<file path="config.mk">
export PLATFORM = sky130hd
export DESIGN_NAME = rf_wb_arbiter_flat
export DESIGN_NICKNAME = d
export VERILOG_FILES = /design/src/rtl/rf_wb_arbiter_pkg.sv /design/src/rtl/rf_wb_arbiter_if.sv /design/src/rtl/rf_wb_arbiter_scoreboard.sv /design/src/rtl/rf_wb_arbiter.sv /design/src/flat_wrapper.sv
export SDC_FILE = /design/constraint.sdc
export NUM_CORES = 1
export LEC_CHECK = 0
export CAP_MARGIN = 15
export CORE_MARGIN = 2
export CORE_UTILIZATION = 30
export CTS_CLUSTER_SIZE = 40
export DETAILED_ROUTE_END_ITERATION = 8
export GPL_TIMING_DRIVEN = 0
export HOLD_SLACK_MARGIN = 0.06
export PLACE_DENSITY = 0.66
export SYNTH_ARGS = -nofsm -noshare
export SYNTH_HDL_FRONTEND = slang
export SYNTH_SLANG_ARGS = --single-unit
</file>
<file path="constraint.sdc">
create_clock -name clk -period 2.4 [get_ports clk]
set_input_delay 0.24 -clock clk [delete_from_list [all_inputs] [get_ports clk]]
set_output_delay 0.24 -clock clk [all_outputs]
set_load 0.05 [all_outputs]
</file>
<file path="src/rtl/rf_wb_arbiter_pkg.sv">
// Shared types and sizes for the register-file write-port arbiter.
package rf_arb_pkg;

  localparam int XLEN   = 32;
  localparam int REG_AW = 5;
  localparam int NREGS  = 1 << REG_AW;

  typedef logic [REG_AW-1:0] reg_addr_t;
  typedef logic [XLEN-1:0]   word_t;

  typedef enum logic [1:0] {
    GNT_NONE,
    GNT_REQ0,
    GNT_REQ1
  } grant_e;

endpackage

</file>
<file path="src/rtl/rf_wb_arbiter_if.sv">
// Bus between the writeback sources / decode stage and the arbiter.
// master = requesters and decode; slave = rf_wb_arbiter.
interface rf_wb_arbiter_if;
  import rf_arb_pkg::*;

  logic      req0_valid;
  reg_addr_t req0_addr;
  word_t     req0_data;
  logic      req0_ready;

  logic      req1_valid;
  reg_addr_t req1_addr;
  word_t     req1_data;
  logic      req1_ready;

  logic      resv_valid;
  reg_addr_t resv_addr;
  logic      resv_ready;

  reg_addr_t rd_addr1;
  reg_addr_t rd_addr2;
  logic      hazard1;
  logic      hazard2;

  logic      rf_we;
  reg_addr_t rf_addr;
  word_t     rf_wdata;

  modport master (
    output req0_valid, req0_addr, req0_data,
    output req1_valid, req1_addr, req1_data,
    output resv_valid, resv_addr,
    output rd_addr1, rd_addr2,
    input  req0_ready, req1_ready, resv_ready,
    input  hazard1, hazard2,
    input  rf_we, rf_addr, rf_wdata
  );

  modport slave (
    input  req0_valid, req0_addr, req0_data,
    input  req1_valid, req1_addr, req1_data,
    input  resv_valid, resv_addr,
    input  rd_addr1, rd_addr2,
    output req0_ready, req1_ready, resv_ready,
    output hazard1, hazard2,
    output rf_we, rf_addr, rf_wdata
  );

endinterface

</file>
<file path="src/rtl/rf_wb_arbiter_scoreboard.sv">
// Scoreboard of registers reserved by the multi-cycle unit, plus the
// decode-stage read-hazard lookups. Register x0 is never reserved.
module rf_scoreboard
  import rf_arb_pkg::*;
(
  input  logic      clk,
  input  logic      rst,
  input  logic      set_valid,
  input  reg_addr_t set_addr,
  output logic      set_ready,
  input  logic      clr_en,
  input  reg_addr_t clr_addr,
  input  logic      pend_we,
  input  reg_addr_t pend_addr,
  input  reg_addr_t rd_addr1,
  input  reg_addr_t rd_addr2,
  output logic      hazard1,
  output logic      hazard2
);

  logic [NREGS-1:0] sb_reg;
  logic [NREGS-1:0] sb_next;
  reg_addr_t        rd_addr [2];
  logic [1:0]       hazard;

  // A reservation is accepted when the register is free or is being released this cycle.
  always_comb begin
    set_ready = !sb_reg[set_addr] || (clr_en && (clr_addr == set_addr)) || (set_addr == '0);
  end

  // Clear first, then set, so a same-cycle set of the same register wins.
  always_comb begin
    sb_next = sb_reg;
    if (clr_en) begin
      sb_next[clr_addr] = 1'b0;
    end
    if (set_valid && set_ready && (set_addr != '0)) begin
      sb_next[set_addr] = 1'b1;
    end
    sb_next[0] = 1'b0;
  end

  // Scoreboard state register.
  always_ff @(posedge clk) begin
    if (rst) begin
      sb_reg <= '0;
    end else begin
      sb_reg <= sb_next;
    end
  end

  assign rd_addr[0] = rd_addr1;
  assign rd_addr[1] = rd_addr2;

  // A read stalls on a reserved register or on a write still sitting in the output register.
  genvar gi;
  for (gi = 0; gi < 2; gi++) begin : g_hazard
    assign hazard[gi] = (rd_addr[gi] != '0) &&
                        (sb_reg[rd_addr[gi]] || (pend_we && (pend_addr == rd_addr[gi])));
  end

  assign hazard1 = hazard[0];
  assign hazard2 = hazard[1];

endmodule

</file>
<file path="src/rtl/rf_wb_arbiter.sv">
// Register-file write-port arbiter: shares one write port between the core
// writeback (requester 0) and a multi-cycle unit (requester 1).
// Optional macro RF_ARB_RR_EN: round-robin on conflicts; otherwise
// requester 0 always wins and no last_grant register exists.
module rf_wb_arbiter
  import rf_arb_pkg::*;
(
  input  logic           clk,
  input  logic           rst,
  rf_wb_arbiter_if.slave bus
);

  grant_e    gnt;
  logic      hs;
  logic      hs1;
  reg_addr_t hs_addr;
  word_t     hs_data;

  logic      rf_we_reg;
  reg_addr_t rf_addr_reg;
  word_t     rf_wdata_reg;

`ifdef RF_ARB_RR_EN
  // 1 means requester 1 was granted most recently.
  logic last_grant_reg;
`endif

  // Pick at most one winner; nobody is granted during reset.
  always_comb begin
    gnt = GNT_NONE;
    if (!rst) begin
      if (bus.req0_valid && bus.req1_valid) begin
`ifdef RF_ARB_RR_EN
        gnt = last_grant_reg ? GNT_REQ0 : GNT_REQ1;
`else
        gnt = GNT_REQ0;
`endif
      end else if (bus.req0_valid) begin
        gnt = GNT_REQ0;
      end else if (bus.req1_valid) begin
        gnt = GNT_REQ1;
      end
    end
  end

  assign bus.req0_ready = (gnt == GNT_REQ0);
  assign bus.req1_ready = (gnt == GNT_REQ1);
  assign hs             = (gnt != GNT_NONE);
  assign hs1            = (gnt == GNT_REQ1);
  assign hs_addr        = hs1 ? bus.req1_addr : bus.req0_addr;
  assign hs_data        = hs1 ? bus.req1_data : bus.req0_data;

`ifdef RF_ARB_RR_EN
  // Round-robin pointer moves only on a handshake.
  always_ff @(posedge clk) begin
    if (rst) begin
      last_grant_reg <= 1'b1;
    end else if (hs) begin
      last_grant_reg <= hs1;
    end
  end
`endif

  // Output register toward WE3/A3/WD3; x0 writes complete but never assert WE.
  always_ff @(posedge clk) begin
    if (rst) begin
      rf_we_reg    <= 1'b0;
      rf_addr_reg  <= '0;
      rf_wdata_reg <= '0;
    end else if (hs) begin
      rf_we_reg    <= (hs_addr != '0);
      rf_addr_reg  <= hs_addr;
      rf_wdata_reg <= hs_data;
    end else begin
      rf_we_reg    <= 1'b0;
    end
  end

  assign bus.rf_we    = rf_we_reg;
  assign bus.rf_addr  = rf_addr_reg;
  assign bus.rf_wdata = rf_wdata_reg;

  rf_scoreboard u_scoreboard (
    .clk       (clk),
    .rst       (rst),
    .set_valid (bus.resv_valid),
    .set_addr  (bus.resv_addr),
    .set_ready (bus.resv_ready),
    .clr_en    (hs1),
    .clr_addr  (bus.req1_addr),
    .pend_we   (rf_we_reg),
    .pend_addr (rf_addr_reg),
    .rd_addr1  (bus.rd_addr1),
    .rd_addr2  (bus.rd_addr2),
    .hazard1   (bus.hazard1),
    .hazard2   (bus.hazard2)
  );

endmodule

</file>
<file path="src/flat_wrapper.sv">
// flat-port wrapper written by rule: the top's interface ports become plain ports
module rf_wb_arbiter_flat import rf_arb_pkg::*;
  (clk, rst, bus_req0_valid, bus_req0_addr, bus_req0_data, bus_req1_valid, bus_req1_addr, bus_req1_data, bus_resv_valid, bus_resv_addr, bus_rd_addr1, bus_rd_addr2, bus_req0_ready, bus_req1_ready, bus_resv_ready, bus_hazard1, bus_hazard2, bus_rf_we, bus_rf_addr, bus_rf_wdata);
  rf_wb_arbiter_if bus_i ();
  input  logic clk;
  input  logic rst;
  input wire logic [$bits(bus_i.req0_valid)-1:0] bus_req0_valid;
  input wire logic [$bits(bus_i.req0_addr)-1:0] bus_req0_addr;
  input wire logic [$bits(bus_i.req0_data)-1:0] bus_req0_data;
  input wire logic [$bits(bus_i.req1_valid)-1:0] bus_req1_valid;
  input wire logic [$bits(bus_i.req1_addr)-1:0] bus_req1_addr;
  input wire logic [$bits(bus_i.req1_data)-1:0] bus_req1_data;
  input wire logic [$bits(bus_i.resv_valid)-1:0] bus_resv_valid;
  input wire logic [$bits(bus_i.resv_addr)-1:0] bus_resv_addr;
  input wire logic [$bits(bus_i.rd_addr1)-1:0] bus_rd_addr1;
  input wire logic [$bits(bus_i.rd_addr2)-1:0] bus_rd_addr2;
  output wire logic [$bits(bus_i.req0_ready)-1:0] bus_req0_ready;
  output wire logic [$bits(bus_i.req1_ready)-1:0] bus_req1_ready;
  output wire logic [$bits(bus_i.resv_ready)-1:0] bus_resv_ready;
  output wire logic [$bits(bus_i.hazard1)-1:0] bus_hazard1;
  output wire logic [$bits(bus_i.hazard2)-1:0] bus_hazard2;
  output wire logic [$bits(bus_i.rf_we)-1:0] bus_rf_we;
  output wire logic [$bits(bus_i.rf_addr)-1:0] bus_rf_addr;
  output wire logic [$bits(bus_i.rf_wdata)-1:0] bus_rf_wdata;
  assign bus_i.req0_valid = bus_req0_valid;
  assign bus_i.req0_addr = bus_req0_addr;
  assign bus_i.req0_data = bus_req0_data;
  assign bus_i.req1_valid = bus_req1_valid;
  assign bus_i.req1_addr = bus_req1_addr;
  assign bus_i.req1_data = bus_req1_data;
  assign bus_i.resv_valid = bus_resv_valid;
  assign bus_i.resv_addr = bus_resv_addr;
  assign bus_i.rd_addr1 = bus_rd_addr1;
  assign bus_i.rd_addr2 = bus_rd_addr2;
  assign bus_req0_ready = bus_i.req0_ready;
  assign bus_req1_ready = bus_i.req1_ready;
  assign bus_resv_ready = bus_i.resv_ready;
  assign bus_hazard1 = bus_i.hazard1;
  assign bus_hazard2 = bus_i.hazard2;
  assign bus_rf_we = bus_i.rf_we;
  assign bus_rf_addr = bus_i.rf_addr;
  assign bus_rf_wdata = bus_i.rf_wdata;
  rf_wb_arbiter u_core (.clk(clk), .rst(rst), .bus(bus_i));
endmodule
</file>
* After elaboration in Yosys (flattened, before gate mapping)
Cells that the tools add are included.
Operators by class: $lt $le $gt $ge 6, equal/unequal tests 5, multiplexer cells 18, bitwise operators 4, reductions and logical operators 22
Operators by type and width (number):
- 2-to-1 mux 32 bit | 3
- bitwise AND 32 bit | 1
- NOT 32 bit | 1
- bitwise OR 32 bit | 1
- < comparator 5 x 6 -> 1 bit, second input constant | 4
- nonzero test 5 bit | 4
- binary-select mux 1 bit (select 5 bit) | 3
- == test 5 bit | 3
- demux 1 bit (select 5 bit) | 2
- >= comparator 5 x 1 -> 1 bit, second input constant | 2
- logical AND 1 bit | 10
- 2-to-1 mux 2 bit | 4
- logical NOT 5 bit | 1
- 2-to-1 mux 1 bit | 5
- 2-to-1 mux 5 bit | 1
- logical OR 1 bit | 4
- == test 2 x 1 -> 1 bit, second input constant | 1
- == test 2 bit, second input constant | 1
- nonzero test 2 bit | 1
- OR reduction 2 bit | 1
- logical NOT 1 bit | 1
- NOT 1 bit | 1
Storage, ports and cells: output and inout bits 43, bits of input ports 94, logic and storage cells 60, bits in registers 70

* Logic depth before layout (Yosys ltp)
Gate-level depths: netlist of the first run.
depth after elaboration 11, mapped depth 8, mapped depth without buffers 6

* Hierarchy
From an unflattened synthesis of the first run, not the netlist that was laid out.
Unflattened totals: cell total of the unflattened synthesis 475, area total of the unflattened synthesis 4614.4 um2
By module, submodules not included:
- rf_scoreboard | seq. area each 620.6 um2, cells an instance 306, area each 2722.6 um2, times used 1
- rf_wb_arbiter | seq. area each 760.7 um2, cells an instance 169, area each 1891.8 um2, times used 1

* Least setup slack after synthesis of the first run
No wires, ideal clock.
path type flip-flop to output port, from reg u_core.rf_addr_reg[0], in the netlist u_core.bus.rf_addr[0], to out bus_hazard2, arrival 2.486 ns, path slack -0.326 ns, data required time 2.160 ns, stages on the path, launching flop included 6, path through dfxtp_1 -> xor2_1 -> nor4_1 -> and3_1 -> nor2_1 -> a211oi_1
On the way: cells in the longest elaborated chain, start to end 4
RTL lines:
- start: declaration | RTL line rf_wb_arbiter.sv:20 | reg_addr_t rf_addr_reg;
- start signal: assignment | RTL line rf_wb_arbiter.sv:72 | rf_addr_reg <= hs_addr;
- == test 5 bit | RTL line rf_wb_arbiter_scoreboard.sv:59 | (sb_reg[rd_addr[gi]] || (pend_we && (pend_addr == rd_addr[gi])));
- logical AND 1 bit | RTL line rf_wb_arbiter_scoreboard.sv:59
- logical OR 1 bit | RTL line rf_wb_arbiter_scoreboard.sv:59
- logical AND 1 bit | RTL line rf_wb_arbiter_scoreboard.sv:58 | assign hazard[gi] = (rd_addr[gi] != '0) &&
- end: declaration | RTL line flat_wrapper.sv:21 | output wire logic [$bits(bus_i.hazard2)-1:0] bus_hazard2;
No other way between the ends.

* Final worst setup path of the first run
from in bus_req1_valid, to out bus_resv_ready
On the way: cells in the longest elaborated chain, start to end 8, elaborated cells on any way between the ends 9
RTL lines:
- start: declaration | RTL line flat_wrapper.sv:10 | input wire logic [$bits(bus_i.req1_valid)-1:0] bus_req1_valid;
- 2-to-1 mux 2 bit | RTL line rf_wb_arbiter.sv:40 | end else if (bus.req1_valid) begin
- 2-to-1 mux 2 bit | RTL line rf_wb_arbiter.sv:38 | end else if (bus.req0_valid) begin
- 2-to-1 mux 2 bit * | RTL line rf_wb_arbiter.sv:32 | if (bus.req0_valid && bus.req1_valid) begin
- 2-to-1 mux 2 bit * | RTL line rf_wb_arbiter.sv:31 | if (!rst) begin
- == test 2 bit * | RTL line rf_wb_arbiter.sv:49 | assign hs1 = (gnt == GNT_REQ1);
- logical AND 1 bit * | RTL line rf_wb_arbiter_scoreboard.sv:28 | set_ready = !sb_reg[set_addr] || (clr_en && (clr_addr == set_addr)) || (set_addr == '0);
- logical OR 1 bit * (2 in series) | RTL line rf_wb_arbiter_scoreboard.sv:28
- end: declaration | RTL line flat_wrapper.sv:19 | output wire logic [$bits(bus_i.resv_ready)-1:0] bus_resv_ready;
Every way passes the cells marked *; elsewhere a longest branch is shown, timed or not.

==> results of run 1 <==
==> layout make-up <==
cell class	instances	area (um2)
clock buffers	9	225
well taps	188	235
plain buffers	46	293
repair buffers	132	1310
flip-flops and latches	69	1380
inverters	4	15.0
fillers	1516	8620
clock inverters	7	98.8
multi-input cells	436	3020
==> critical path, stage by stage <==
cell and delay, ns:
clkdlybuf4s50_1 0.47, or3b_1 0.37, buf_6 0.15, inv_2 0.07, nand4_2 0.11, nor3_4 0.25
buf_6 0.16, nand2b_4 0.13, buf_8 0.14
==> path summary, 6_finish.rpt <==
kind	startpoint	end	slack, ns	cells past startpoint
worst max-delay path	bus_req1_valid	bus_resv_ready	0.05	9
worst min-delay path	bus_resv_addr[0]	u_core.u_scoreboard.sb_reg[1]	0.37	4
worst max register to register	u_core.u_scoreboard.sb_reg[25]	u_core.u_scoreboard.sb_reg[5]	0.60	6
worst min register to register	u_core.u_scoreboard.sb_reg[6]	u_core.u_scoreboard.sb_reg[6]	0.57	2
==> repair_timing <==
action / 4_1_cts / 5_1_grt
setup endpoints to repair: 6 / 4
gates resized for setup: 28 / 15
pin swaps: 2 / 1
buffers inserted: 1 / 3
==> layer usage <==
layer	GRT usage	up-vias	part of all wire	routed length, um
met2	0.316	169	0.48	7830
li1	-	2262	-	-
met5	0	-	0	0
met3	0.0349	30	0.066	1070
met4	0.0818	0	0.027	441
met1	0.246	2209	0.42	6860
==> Yosys cell counts, types with 2 or more instances <==
master           n
a21oi_1         92
or3b_2           2
o21ai_1          4
dfxtp_1         69
and3b_1          2
a31oi_1          6
nor3b_1          5
buf_6            7
and3_1           4
o21ai_0          7
dlygate4sd1_1    2
inv_1            3
nand3b_1         6
nand2b_1        32
nand2_1         28
xnor2_1          9
nor3b_2          3
nor2_1         106
or4_1            3
nand4_1          2
buf_2           11
buf_4            5
o31ai_1         18
clkbuf_1        16
mux2i_1         46
nand3_1          3
mux2_2           2
buf_1            5
mux4_2          20
nor2b_1          3
xor2_1           6
==> power breakdown <==
part / total (W) / switching, W / internal (W)
logic: 0.000805 / 0.000448 / 0.000357
registers: 0.00123 / 0.0000369 / 0.00119
clock network: 0.00147 / 0.000553 / 0.000915
==> stage by stage <==
step	total power [W]	util	TNS, ns	cell area (um2)
after global routing	0.00363	0.433	-0.0247	6580
final	0.00351	0.433	0	6580
after CTS	0.00352	0.428	-0.0125	6510
after detailed placement	0.00205	0.406	-9.18	6170
after floorplan	0.00172	-	0	4660
after global placement	0.00205	0.406	-8.29	6170
==> kinds of logic (layout without fill, tap and decap cells) <==
logic type	count (synthesis)	after routing	synth area share
muxes	69	69	0.204
and+or+nand+nor	212	212	0.231
AOI/OAI and AO/OA	140	140	0.176
DFF	69	69	0.297
xor gates and xnor gates	15	15	0.0282
buffers and inverters	51	198	0.0635
==> impl_metrics.json, run 1 <==
{
  "worstPathRequired_ns": 2.16,
  "critical_path.endpoint_type": "output pin",
  "syn_to_final_growth_pct": 41.5,
  "fin_ws_ns": 0.0486,
  "critPathLaunchType": "input pin",
  "hp-class": "in2reg",
  "die_x_um": 129,
  "synth_cells": 556,
  "critical_path_class": "in2out",
  "hold_viol_final": 0,
  "period_minus_slack_ns": 2.35,
  "clk_pin_slew_ns": 0.06,
  "ctsHtreeMaxLevel": 3,
  "ys_seq_area_frac": 0.297,
  "numCtsBuffers": 9,
  "fin_cells": 891,
  "finClkSkew_ns": 0.00521,
  "rsz0062_at_grt": "true",
  "final_cell_mix": "clkdlybuf4s50_1, nor2_1, a21oi_1, dfxtp_1, mux2i_1",
  "antenna_left": 0,
  "finalSetupViolCount": 0,
  "place.port_buffers": 128,
  "via_per_inst": 5.24,
  "maxSlewViolCount": 0,
  "dr.pass1.iters": 4,
  "routed_wl_mm": 16.2,
  "irDropWorstVdd_uv": 327,
  "place_ws_ns": -1.02,
  "nets": 792,
  "cts_root_buf": "clkbuf_16",
  "coreArea_um2": 15200,
  "fin_crit_sh": 0.980,
  "place_hpwl_mm": 12.1,
  "synth-seq-cells": 69,
  "timing.hold.ws_ns": 0.371,
  "synth-async-reset-ratio": 0,
  "antenna_found_initial": 0,
  "synth_area_um2": 4650,
  "avgSynthCellArea_um2": 8.36,
  "worst_slew_pin_slew_ns": 0.834,
  "yosys.area.top_type": "dfxtp_1",
  "yosysTopAreaCellShare": 0.297,
  "clkLatencyLatePin_ns": 0.34,
  "yosys_most_used_dff": "dfxtp_1",
  "die_h_um": 129,
  "outcome": "finished, final reports clean",
  "diodes": 0,
  "grt_pass1_wl_mm": 24.4,
  "start_util": 0.306,
  "drt_iter0_markers": 370,
  "arrival_ns": 2.11,
  "ys_warn_count": 0,
  "row_count": 45,
  "netlist-cell-type-count": 60,
  "relSlewSlack": 0.442,
  "clkSinkCount": 69,
  "cp_max_fo": 7,
  "cellPowerDensity_nw_per_um2": 533,
  "wl_per_cell_um": 18.2,
  "vias": 4670,
  "cts_buffer_depth": 2,
  "grt_pass1_vias": 4474,
  "synth_edf_count": 0,
  "die-area_um2": 16500,
  "post-route-drc-count": 0,
  "drv_cap": 0,
  "grt-ovfl-total": 0,
  "layout-drive-gt1-share": 0.129,
  "p_leak_nw": 2.54,
  "cts_tree": "done",
  "cts_hold_buf": 0,
  "largest_reg_flops": 32,
  "placedCellCount": 872,
  "grt_max_degree": 14,
  "ios": 137,
  "syn-num-nets": 650,
  "final_common_cell": "clkdlybuf4s50_1",
  "clock.fmax_mhz": 425,
  "grt_usage": 0.191,
  "synth_area_leaders": "dfxtp_1, a21oi_1, mux2i_1",
  "gp_congestion": 0.916
}
Power figures use the tool's default switching activity.
==> run 2, diff against run 1 <==
- CAP_MARGIN: 15 -> 20
==> results of run 2 <==
Same layout as run 1: the final DEF is identical, and so are final timing and power.
==> run 3, diff against run 2 <==
- CORE_MARGIN: 2 -> not set
==> run 3 against run 2 <==
Against the previous run:
- global-route usage is 0.92 points higher
- via count grew 0.88%
- clock skew shrank 0.0021 ns
- sequential power hardly changed
- die area is 3.1% lower
- worst hold slack better by 0.0039 ns
- clock power hardly changed
- total power about the same
- combinational power is 2% higher
- wire length decreased by 1.0%
- non-clock buffer count grew 4
==> impl_metrics.json, run 3 (synthesized netlist as in run 1, its figures left out) <==
{
  "fin_ws_ns": 0.0412,
  "irDropWorstVdd_uv": 324,
  "clock.fmax_mhz": 424,
  "maxSlewViolCount": 0,
  "row_count": 45,
  "die-area_um2": 16000,
  "start_util": 0.307,
  "cellPowerDensity_nw_per_um2": 530,
  "drt_iter0_markers": 440,
  "numCtsBuffers": 9,
  "dr.pass1.iters": 5,
  "antenna_left": 0,
  "antenna_found_initial": 0,
  "die_h_um": 127,
  "finalSetupTns_ns": 0,
  "relSlewSlack": 0.455,
  "pwr-share-clk": 0.415,
  "ios": 137,
  "vias": 4711,
  "grt_max_degree": 14,
  "die_x_um": 127,
  "gp_congestion": 0.915,
  "largest_reg_flops": 32,
  "hold_viol_final": 0,
  "critPathLaunchType": "input pin",
  "cts_buffer_depth": 2,
  "fin_crit_sh": 0.983,
  "finClkSkew_ns": 0.00315,
  "grt-ovfl-total": 0,
  "via_per_inst": 5.26,
  "post-route-drc-count": 0,
  "place_hpwl_mm": 11.8,
  "grt_pass1_vias": 4374,
  "switchingPower_w": 0.00104,
  "place.port_buffers": 128,
  "routed_wl_mm": 16.0,
  "grt_usage": 0.200,
  "clkLatencyLatePin_ns": 0.34,
  "crit_chain": "clkdlybuf4s50_1 -> or3b_1 -> buf_4 -> inv_4 -> nand4_4 -> nor3_4 -> buf_6 -> nand2b_4 -> buf_8",
  "p_leak_nw": 2.55,
  "r2r_cells": 6,
  "cp_max_fo": 5,
  "finalSetupViolCount": 0,
  "critPathMaxStageDelay_ns": 0.49,
  "arrival_ns": 2.12,
  "layout-drive-gt1-share": 0.133,
  "final_cell_mix": "clkdlybuf4s50_1, nor2_1, a21oi_1, dfxtp_1, mux2i_1",
  "clkSinkCount": 69,
  "wl_per_cell_um": 17.9,
  "worst_slew_pin_slew_ns": 0.814,
  "period_minus_slack_ns": 2.36,
  "final_util": 0.437,
  "swShare": 0.295,
  "fin_cells": 895,
  "hold_depth": 4,
  "combinationalPowerShare": 0.234,
  "fillers": 1522,
  "final_common_cell": "clkdlybuf4s50_1",
  "critical_path.endpoint_type": "output pin",
  "p_seq_frac": 0.351,
  "cts_tree": "done",
  "grt_pass1_wl_mm": 24.6,
  "clk_pin_slew_ns": 0.05,
  "place_ws_ns": -1.07,
  "syn_to_final_growth_pct": 42.2,
  "outcome": "finished, final reports clean",
  "ctsHtreeMaxLevel": 3,
  "drv_cap": 0,
  "worstPathRequired_ns": 2.16,
  "coreArea_um2": 15100,
  "diodes": 0,
  "hp-class": "in2reg",
  "critical_path_class": "in2out",
  "nets": 796,
  "internal-power_w": 0.00247,
  "cts_root_buf": "clkbuf_16",
  "crit_slowest_cell": "clkdlybuf4s50_1",
  "placedCellCount": 872
}
==> run 3: cell count changes in the layout (fill, tap and decap cells not counted), sizes merged <==
cell / change
clkdlybuf4s50: +1
dlygate4sd2: -1
dlymetal6s2s: -1
clkdlybuf4s15: +1
clkbuf: -1
buf: +5
==> run 3: final cells by class <==
| type | count | area [um2] | area share |
|---|---|---|---|
| Multi-Input combinational cell | 436 | 3030 | 0.458 |
| Sequential cell | 69 | 1380 | 0.209 |
| Timing Repair Buffer | 135 | 1330 | 0.202 |
| Buffer | 47 | 294 | 0.0445 |
| Tap cell | 188 | 235 | 0.0356 |
| Clock buffer | 9 | 225 | 0.0341 |
| Clock inverter | 7 | 98.8 | 0.0149 |
| Inverter | 4 | 17.5 | 0.00265 |
==> run 3: metal layers <==
| metal | routed length, um | global-route usage | vias up |
|---|---|---|---|
| li1 | - | - | 2263 |
| met1 | 7070 | 0.270 | 2214 |
| met2 | 7580 | 0.317 | 198 |
| met3 | 937 | 0.0274 | 36 |
| met4 | 456 | 0.0957 | 0 |
| met5 | 0 | 0 | - |
==> run 3: worst paths after layout <==
path / startpoint / endpoint / slack (ns)
min reg2reg: u_core.u_scoreboard.sb_reg[4] / u_core.u_scoreboard.sb_reg[4] / 0.58
min: bus_resv_addr[0] / u_core.u_scoreboard.sb_reg[2] / 0.37
max: bus_req1_valid / bus_resv_ready / 0.04
max reg2reg: u_core.u_scoreboard.sb_reg[3] / u_core.u_scoreboard.sb_reg[12] / 0.60
==> run 3: worst max-delay path, delay by kind of cell <==
kind	cells	cell delay [ns]
and+or+nand+nor	4	0.84
buffers and inverters	5	1.03
==> run 3: timing repair <==
item,in CTS,in global routing
endpoints found under the setup margin,5,4
gates resized for setup,28,17
cloned,0,0
pin swaps,2,1
hold buffers,0,0
buffers inserted,3,4
endpoints found under the hold margin,0,0
==> run 3: metrics by stage <==
step / cell area, um2 / hold slack [ns] / total power, W
floorplan: 4660 / 0.379 / 0.00172
global placement: 6170 / 0.540 / 0.00205
detailed placement: 6170 / 0.559 / 0.00205
CTS: 6530 / 0.372 / 0.00352
global route: 6610 / 0.396 / 0.00363
finish: 6610 / 0.375 / 0.00350
==> run 3: power by group through the flow <==
stage	Clock, W	Sequential, W	Combinational (W)
2_1_floorplan	0	0.00139	0.000324
3_3_place_gp	0	0.00125	0.000801
3_5_place_dp	0	0.00125	0.000801
4_1_cts	0.00148	0.00123	0.000806
5_1_grt	0.00153	0.00123	0.000870
6_report	0.00146	0.00123	0.000820
